--- src/rtl/uart_pkg.sv ---
// -----------------------------------------------------------------------------
// uart_pkg
// Shared types and constants for the UART command-path blocks.
//   arb_state_e    : TX arbiter FSM encoding (IDLE, ISSUE, WAIT_LOW, WAIT_HIGH)
//   UART_CMD_W     : width of one UART command (two bytes)
//   UART_ARB_TIMEOUT : default WAIT_LOW abort limit in cycles
//   arb_cnt_width() : width of the WAIT_LOW abort counter for a given limit
// -----------------------------------------------------------------------------
package uart_pkg;

  typedef enum logic [1:0] {
    IDLE      = 2'd0,
    ISSUE     = 2'd1,
    WAIT_LOW  = 2'd2,
    WAIT_HIGH = 2'd3
  } arb_state_e;

  localparam int UART_CMD_W       = 16;
  localparam int UART_ARB_TIMEOUT = 255;

  // At least 8 bits, wider only if the limit needs it.
  function automatic int arb_cnt_width(input int timeout);
    int w;
    w = $clog2(timeout + 1);
    return (w > 8) ? w : 8;
  endfunction

endpackage

--- src/rtl/uart_rr_pick.sv ---
// -----------------------------------------------------------------------------
// uart_rr_pick
// Combinational round-robin selector. Searches req starting one past the
// previous winner (last+1, last+2, ... modulo NUM_REQ) and returns the first
// set bit, so the most recently served requester has the lowest priority.
// Ports:
//   req   : request vector
//   last  : index of the previous winner
//   found : at least one request is set
//   idx   : index of the winner (0 when found is low)
// -----------------------------------------------------------------------------
module uart_rr_pick #(
  parameter  int NUM_REQ = 4,
  localparam int IDX_W   = $clog2(NUM_REQ)
) (
  input  logic [NUM_REQ-1:0] req,
  input  logic [IDX_W-1:0]   last,
  output logic               found,
  output logic [IDX_W-1:0]   idx
);

  logic [IDX_W-1:0] cand;

  // NOTE: every variable written here gets a default first, so no path
  // through the block leaves a value unassigned and no latch is inferred.
  always_comb begin
    found = 1'b0;
    idx   = '0;
    cand  = '0;
    for (int k = 1; k <= NUM_REQ; k++) begin
      cand = IDX_W'((int'(last) + k) % NUM_REQ);
      if (!found && req[cand]) begin
        found = 1'b1;
        idx   = cand;
      end
    end
  end

endmodule

--- src/rtl/uart_tx_arbiter.sv ---
// -----------------------------------------------------------------------------
// uart_tx_arbiter
// Round-robin arbiter sharing one UART TX command port between NUM_REQ
// requesters. A grant issues the winner's command as a one-cycle cmd_vld
// pulse together with a one-cycle req_rdy accept, then follows the UART's
// cmd_rdy busy (low) / idle (high) cycle before the next grant.
//
// Optional feature (macro UART_ARB_TIMEOUT_EN): abort WAIT_LOW after TIMEOUT
// cycles if the UART never drops cmd_rdy, pulsing timeout_err. Without the
// macro WAIT_LOW waits indefinitely and timeout_err is tied low.
//
// Ports:
//   clk, rst    : clock (rising edge), asynchronous active-high reset
//   req_vld     : per-requester request, held until req_rdy
//   req_data    : packed commands, requester i at [i*CMD_W +: CMD_W]
//   req_rdy     : one-hot, one-cycle accept pulse
//   cmd_out     : command to UART, held from grant to next grant
//   cmd_vld     : one-cycle issue pulse to UART
//   cmd_rdy     : UART ready, low while transmitting
//   grant_id    : index of the last/current grant
//   busy        : FSM is outside IDLE
//   timeout_err : one-cycle abort pulse
// All outputs are registered.
// -----------------------------------------------------------------------------
module uart_tx_arbiter
  import uart_pkg::*;
#(
  parameter  int NUM_REQ = 4,
  parameter  int CMD_W   = UART_CMD_W,
  parameter  int TIMEOUT = UART_ARB_TIMEOUT,
  localparam int IDX_W   = $clog2(NUM_REQ)
) (
  input  logic                     clk,
  input  logic                     rst,
  input  logic [NUM_REQ-1:0]       req_vld,
  input  logic [NUM_REQ*CMD_W-1:0] req_data,
  output logic [NUM_REQ-1:0]       req_rdy,
  output logic [CMD_W-1:0]         cmd_out,
  output logic                     cmd_vld,
  input  logic                     cmd_rdy,
  output logic [IDX_W-1:0]         grant_id,
  output logic                     busy,
  output logic                     timeout_err
);

  if (NUM_REQ < 2 || NUM_REQ > 8) begin : g_bad_num_req
    $error("uart_tx_arbiter: NUM_REQ must be in 2..8");
  end
  if (TIMEOUT < 1) begin : g_bad_timeout
    $error("uart_tx_arbiter: TIMEOUT must be at least 1");
  end

  arb_state_e         state_q, state_d;
  logic [CMD_W-1:0]   cmd_out_q, cmd_out_d;
  logic               cmd_vld_q, cmd_vld_d;
  logic [NUM_REQ-1:0] req_rdy_q, req_rdy_d;
  logic [IDX_W-1:0]   grant_id_q, grant_id_d;
  logic [IDX_W-1:0]   last_q, last_d;
  logic               busy_q, busy_d;

`ifdef UART_ARB_TIMEOUT_EN
  localparam int CNT_W = arb_cnt_width(TIMEOUT);
  logic [CNT_W-1:0] cnt_q, cnt_d;
  logic             timeout_err_q, timeout_err_d;
`endif

  logic             pick_found;
  logic [IDX_W-1:0] pick_idx;

  uart_rr_pick #(
    .NUM_REQ (NUM_REQ)
  ) u_pick (
    .req   (req_vld),
    .last  (last_q),
    .found (pick_found),
    .idx   (pick_idx)
  );

  always_comb begin
    state_d    = state_q;
    cmd_out_d  = cmd_out_q;
    cmd_vld_d  = 1'b0;
    req_rdy_d  = '0;
    grant_id_d = grant_id_q;
    last_d     = last_q;
`ifdef UART_ARB_TIMEOUT_EN
    cnt_d         = cnt_q;
    timeout_err_d = 1'b0;
`endif

    unique case (state_q)
      IDLE: begin
        // Only grant while the UART is idle, so a command is never
        // presented on top of a frame still in flight.
        if (cmd_rdy && pick_found) begin
          cmd_out_d           = req_data[pick_idx*CMD_W +: CMD_W];
          req_rdy_d[pick_idx] = 1'b1;
          grant_id_d          = pick_idx;
          last_d              = pick_idx;
          cmd_vld_d           = 1'b1;
          state_d             = ISSUE;
        end
      end

      ISSUE: begin
        state_d = WAIT_LOW;
`ifdef UART_ARB_TIMEOUT_EN
        cnt_d   = '0;
`endif
      end

      WAIT_LOW: begin
        // cmd_rdy falling is the UART's acknowledgement of the command.
        if (!cmd_rdy) begin
          state_d = WAIT_HIGH;
        end
`ifdef UART_ARB_TIMEOUT_EN
        else if (cnt_q == CNT_W'(TIMEOUT - 1)) begin
          // Command is lost; last_q keeps the advanced pointer.
          timeout_err_d = 1'b1;
          state_d       = IDLE;
        end else begin
          cnt_d = cnt_q + 1'b1;
        end
`endif
      end

      WAIT_HIGH: begin
        if (cmd_rdy) begin
          state_d = IDLE;
        end
      end

      default: state_d = IDLE;
    endcase

    busy_d = (state_d != IDLE);
  end

  // NOTE: sequential state uses non-blocking assignments so every flop
  // samples the pre-edge values computed above, independent of order.
  always_ff @(posedge clk or posedge rst) begin
    if (rst) begin
      state_q    <= IDLE;
      cmd_out_q  <= '0;
      cmd_vld_q  <= 1'b0;
      req_rdy_q  <= '0;
      grant_id_q <= '0;
      last_q     <= IDX_W'(NUM_REQ - 1);
      busy_q     <= 1'b0;
`ifdef UART_ARB_TIMEOUT_EN
      cnt_q         <= '0;
      timeout_err_q <= 1'b0;
`endif
    end else begin
      state_q    <= state_d;
      cmd_out_q  <= cmd_out_d;
      cmd_vld_q  <= cmd_vld_d;
      req_rdy_q  <= req_rdy_d;
      grant_id_q <= grant_id_d;
      last_q     <= last_d;
      busy_q     <= busy_d;
`ifdef UART_ARB_TIMEOUT_EN
      cnt_q         <= cnt_d;
      timeout_err_q <= timeout_err_d;
`endif
    end
  end

  assign cmd_out  = cmd_out_q;
  assign cmd_vld  = cmd_vld_q;
  assign req_rdy  = req_rdy_q;
  assign grant_id = grant_id_q;
  assign busy     = busy_q;
`ifdef UART_ARB_TIMEOUT_EN
  assign timeout_err = timeout_err_q;
`else
  assign timeout_err = 1'b0;
`endif

endmodule

--- config.mk ---
export PLATFORM = sky130hd
export DESIGN_NAME = uart_tx_arbiter
export DESIGN_NICKNAME = d
export VERILOG_FILES = /design/src/rtl/uart_pkg.sv /design/src/rtl/uart_rr_pick.sv /design/src/rtl/uart_tx_arbiter.sv
export SDC_FILE = /design/constraint.sdc
export NUM_CORES = 1
export LEC_CHECK = 0
export ABC_AREA = 1
export ABC_CLOCK_PERIOD_IN_PS = 1800
export CAP_MARGIN = 20
export CORE_ASPECT_RATIO = 0.5
export CORE_MARGIN = 5
export CORE_UTILIZATION = 25
export DETAILED_ROUTE_END_ITERATION = 12
export GPL_TIMING_DRIVEN = 1
export PLACE_DENSITY = 0.64
export SYNTH_ARGS = -nofsm -noshare
export SYNTH_HDL_FRONTEND = slang
export SYNTH_SLANG_ARGS = --single-unit
--- constraint.sdc ---
create_clock -name clk -period 1.8 [get_ports clk]
set_input_delay 0.36 -clock clk [delete_from_list [all_inputs] [get_ports clk]]
set_output_delay 0.36 -clock clk [all_outputs]
set_load 0.02 [all_outputs]
# Word-level counts from Yosys, hierarchy flattened
# Index checks and enable logic that the tools add are counted.
dict set report word_totals {
  in_bits 71
  register_bits 28
  out_inout_bits 25
  elab_cells 58
}
dict set report op_classes {
  muxes 26
  shift 1
  magnitude_cmp 6
  n_eq_ne 3
  reduce_logical 11
  add_sub_neg 4
}
# cell n
set ops {}
lappend ops {{$shiftx A64 B7 Y16} 1}
lappend ops {{$lt A2 B3 Y1 const B} 5}
lappend ops {{$mux W2} 7}
lappend ops {{$mux W1} 11}
lappend ops {{$bmux W1 S2} 4}
lappend ops {{$mux W4} 2}
lappend ops {{$pmux W2 S4} 1}
lappend ops {{$logic_and A1 B1 Y1} 5}
lappend ops {{$add A2 B1 Y2 const B} 2}
lappend ops {{$add A2 B2 Y2 const B} 2}
lappend ops {{$eq A2 B2 Y1 const B} 2}
lappend ops {{$logic_not A1 Y1} 3}
lappend ops {{$demux W1 S2} 1}
lappend ops {{$eq A2 B1 Y1 const B} 1}
lappend ops {{$ge A2 B1 Y1 const B} 1}
lappend ops {{$logic_not A2 Y1} 1}
lappend ops {{$reduce_and A2 Y1} 1}
lappend ops {{$reduce_bool A2 Y1} 1}

# Longest topological paths before layout
dict set report logic_depth {
  word_depth 19
  depth_mapped 17
  ltp_nobuf 16
}

# By module
# Synthesis repeated with hierarchy kept, for this count alone.
dict set report unflattened {
  cells_unflattened 312
  area_unflattened_um2 2048.2
}
# module area_per_inst_um2 instances cells_each
set modules_own_cells {}
lappend modules_own_cells {uart_tx_arbiter 1757.9 1 263}
lappend modules_own_cells {uart_rr_pick 290.3 1 49}

# Worst setup path after synthesis
# OpenSTA, ideal clock, no wires.
dict set report synth_path {
  kind {register to register}
  from {register last_q[0]}
  to {register cmd_out_q[5], in the netlist cmd_out[5]}
  period_less_slack_ns 1.836
  stages_incl_launch_ff 17
  n_path_buf 1
  t_arrival_ns 1.719
  setup_time_ns 0.117
  setup_slack_ns -0.036
  cell_sequence {dfstp_2 -> inv_2 -> nand2_2 -> nand2_1 -> nand2_1 -> nand2_1 -> nor2_2 -> nand3_2 -> nand2_4 -> nand2_4 -> buf_6 -> nand2_1 -> nand2_1 -> nand2_1 -> nand2_1 -> nand2_1 -> nand2_1}
}
dict set report synth_via {
  elab_chain_len 15
}
# element line
set synth_lines {}
lappend synth_lines {{start: declaration} uart_tx_arbiter.sv:58} ;# logic [IDX_W-1:0] last_q, last_d;
lappend synth_lines {{start signal: assignment} uart_tx_arbiter.sv:149} ;# last_q <= IDX_W'(NUM_REQ - 1);
lappend synth_lines {{start signal: assignment} uart_tx_arbiter.sv:161} ;# last_q <= last_d;
lappend synth_lines {{branches (longest 15 deep; another with $add A2 B1 Y2)} --}
lappend synth_lines {{end signal: assignment} uart_tx_arbiter.sv:157} ;# cmd_out_q <= cmd_out_d;
lappend synth_lines {{end: declaration} uart_tx_arbiter.sv:54} ;# logic [CMD_W-1:0] cmd_out_q, cmd_out_d;
# Parallel ways; which one is timed is not known. The select of a mux whose other input is x is not followed.
# A chain may end at the register's enable or synchronous reset.

# Worst setup path in the final report
dict set report layout_path {
  from {register last_q[0]}
  to {register cmd_out_q[6], in the netlist cmd_out[6]}
}
# The elaborated chain is that of the path after synthesis.

==> results.sh <==
export IMPL_outcome="finished with violations"
export IMPL_violations="setup timing"
export IMPL_fp_dieW_um=136
export IMPL_root_buffer="clkbuf_16"
export IMPL_setup_worst_path_end="cmd_out[6]"
export IMPL_diodes=0
export IMPL_timing_final_hold_violations=0
export IMPL_async_reset_ff_share_pct=100
export IMPL_fillers=736
export IMPL_gp_congestion=0.786
export IMPL_rr_worst_depth=16
export IMPL_syn_nets=388
export IMPL_dieHeight_um=72.9
export IMPL_post_place_cells=522
export IMPL_drt_first_pass_iters=4
export IMPL_drv_cap=0
export IMPL_portBuffers=94
export IMPL_finalSetupViolCount=27
export IMPL_grt_use_met3_pct=1.72
export IMPL_synth_cell_types=21
export IMPL_route_vias_total=2300
export IMPL_grt_busiest_layer="met2"
export IMPL_syn_area_sq_um=1980
export IMPL_num_rows=22
export IMPL_min_path_type="input pin to asynchronous set/reset pin"
export IMPL_cts_max_level=1
export IMPL_drt_iter0_drc=143
export IMPL_grt_util_met2_pct=23.5
export IMPL_cts_sinks=28
export IMPL_fin_crit_sh_pct=114
export IMPL_fin_crit_ns=2.05
export IMPL_grt_ovfl_total=0
export IMPL_cts_buffers=3
export IMPL_synth_ff_type="dfrtp_1"
export IMPL_antenna_found_initial=0
export IMPL_endpoint_kind="register"
export IMPL_postSynthCellCount=317
export IMPL_postCtsHoldBufs=0
export IMPL_r2r_slack_ns=-0.25
export IMPL_grt_start_max_net_pins=29
export IMPL_slew_violations=0
export IMPL_fmax_mhz=489
export IMPL_synth_area_top_cells="nand2_1 (37%), dfrtp_1 (33%), nand3_1 (9.6%)"
export IMPL_fin_nets=505
export IMPL_vdd_drop_max_v=0.000982
export IMPL_clk_pin_slew_ns=0.07
export IMPL_cp_slowest_cell="dfstp_2"
export IMPL_total_power_mw=8.00
export IMPL_area_delta_synth_final_pct=82.6
export IMPL_clock_path_buffers=2
export IMPL_mostFrequentLayoutCells="nand2_1 (180), clkdlybuf4s50_1 (94), nand3_1 (38)"
export IMPL_io_pins=96
export IMPL_fin_cells=541
export IMPL_cp_data_required_time_ns=1.95
export IMPL_via_per_inst=4.25
export IMPL_critPathArrivalTime_ns=2.20
export IMPL_finalWorstSetupSlack_ns=-0.246
export IMPL_grt_use_met1_pct=19.3
export IMPL_die_area_sq_um=9900
export IMPL_rsz0062_at_grt="yes"
export IMPL_fin_skew_ns=0.00332
export IMPL_synth_top_area_share_pct=37.2
export IMPL_r2r_end="cmd_out[6]"
export IMPL_startpoint="last_q[0]"
export IMPL_path_max_fanout=7
export IMPL_synth_area_per_cell_sq_um=6.24
export IMPL_utilization_pct=48.1
export IMPL_cp_start_kind="register"
export IMPL_dp_hpwl_mm=5.09
export IMPL_p_per_area_nw_per_um2=2210
export IMPL_groute_usage_overall_pct=13.8
export IMPL_routedWlPerCell_um=13.3
export IMPL_dp_slack_ns=-0.388
export IMPL_p_leak_nw=1.84
export IMPL_yosysSeqAreaShare_pct=35.5
export IMPL_max_stage_delay_ns=0.59
export IMPL_core_area_sq_um=7510
export IMPL_mostFrequentLayoutCell="nand2_1"
export IMPL_worst_path_most_repeated_cell="nand2_1"
export IMPL_ant_nets=0
export IMPL_crit_path_cell_trace="inv_4 > nand2_1 > nand2_2 > nand2_2 > nand2_4 > nor2_4 > nand3_4 > nand2_4 > nand2_8 > buf_12 > nand2_1 > nand2_1 > nand2_1 > nand2_1 > nand2_1 > nand2_1"
export IMPL_critPathKind="register to register"
export IMPL_grt_pass1_vias=2263
export IMPL_yosys_warnings=0
export IMPL_worstSkewPairLatency_ns=0.26
export IMPL_yosys_area_top_type="nand2_1"
export IMPL_holdWs_ns=0.464
export IMPL_drc=0
export IMPL_drive_above_1_share_pct=18.9
export IMPL_synth_seq_cells=28
export IMPL_drt_total_wl_mm=7.22
export IMPL_rr_startpoint="last_q[0]"
export IMPL_initial_core_util_pct=26.3
export IMPL_synth_edf_count=0
export IMPL_cts_tree="yes"
export IMPL_grt_first_pass_wirelength_mm=11.2
## stage by stage
stage | setup TNS (ns) | cell area, sq um
6_report | -5.26 | 3610
5_1_grt | -8.14 | 3610
4_1_cts | -2.49 | 3430
3_5_place_dp | -8.52 | 3160
3_3_place_gp | -7.71 | 3160
2_1_floorplan | -0.104 | 1980
## flip-flops by register name (all words and copies together) (netlist names)
register  cells
state_q       2
req_rdy       4
cmd_out      16
cmd_vld       1
busy          1
grant_id      2
last_q        2
## power breakdown
group	internal, mW	total, mW	switching (mW)	leakage, nW
sequential	0.885	1.04	0.154	0.353
combinational	2.86	6.29	3.43	1.44
clock	0.443	0.665	0.222	0.0511
## synthesized netlist by cell type, types with 3 or more instances
cell type  number
buf_2           9
buf_6           5
dfrtp_1        26
inv_1           8
inv_2           4
nand2_1       196
nand2_2         9
nand3_1        38
nor2_1          3
o21ai_1         3
## final cells by class
type                       instances  area [sq um]  area share [%]
inverter                          12          52.6            1.45
clock inverter                     1          30.0           0.831
sequential                        28           703            19.5
multi-input combinational        261          1250            34.7
clock buffer                       3          75.1            2.08
timing repair buffer             128          1360            37.7
tap                              108           135            3.74
## logic make-up after synthesis
kind of cell | count (synthesis) | share of synthesized area [%]
buffers and inverters | 28 | 8.16
and+or+nand+nor | 255 | 54.3
other | 1 | 0.190
AOI/OAI and AO/OA | 5 | 1.83
DFF | 28 | 35.5
## worst max-delay path: cells and delay by family, from the launching register on
kind,cells,cell delay (ns)
and+or+nand+nor,14,1.14
buffers and inverters,2,0.22
DFF,1,0.59
## routing by layer
layer / part of all wire [%] / vias up
met5: 0 / -
met4: 0.37 / 0
met3: 3.4 / 2
met2: 48 / 52
met1: 48 / 1037
li1: - / 1209
## worst min path at each step
stage            endpoint  depth (start not counted)        from  slack, ns
2_1_floorplan        busy                          1         rst       0.42
3_3_place_gp   cmd_out[4]                          2  cmd_out[4]       0.46
3_5_place_dp   cmd_out[4]                          2  cmd_out[4]       0.46
4_1_cts              busy                          3         rst       0.47
5_1_grt              busy                          3         rst       0.50
6_report       cmd_out[4]                          3         rst       0.46
## repair_timing
action | 4_1_cts | 5_1_grt
pin swaps | 1 | 5
resized for setup | 29 | 19
buffers inserted | 5 | 6
setup endpoints to repair | 26 | 27
cloned | 2 | 2
(Power assumes the default switching activity.)
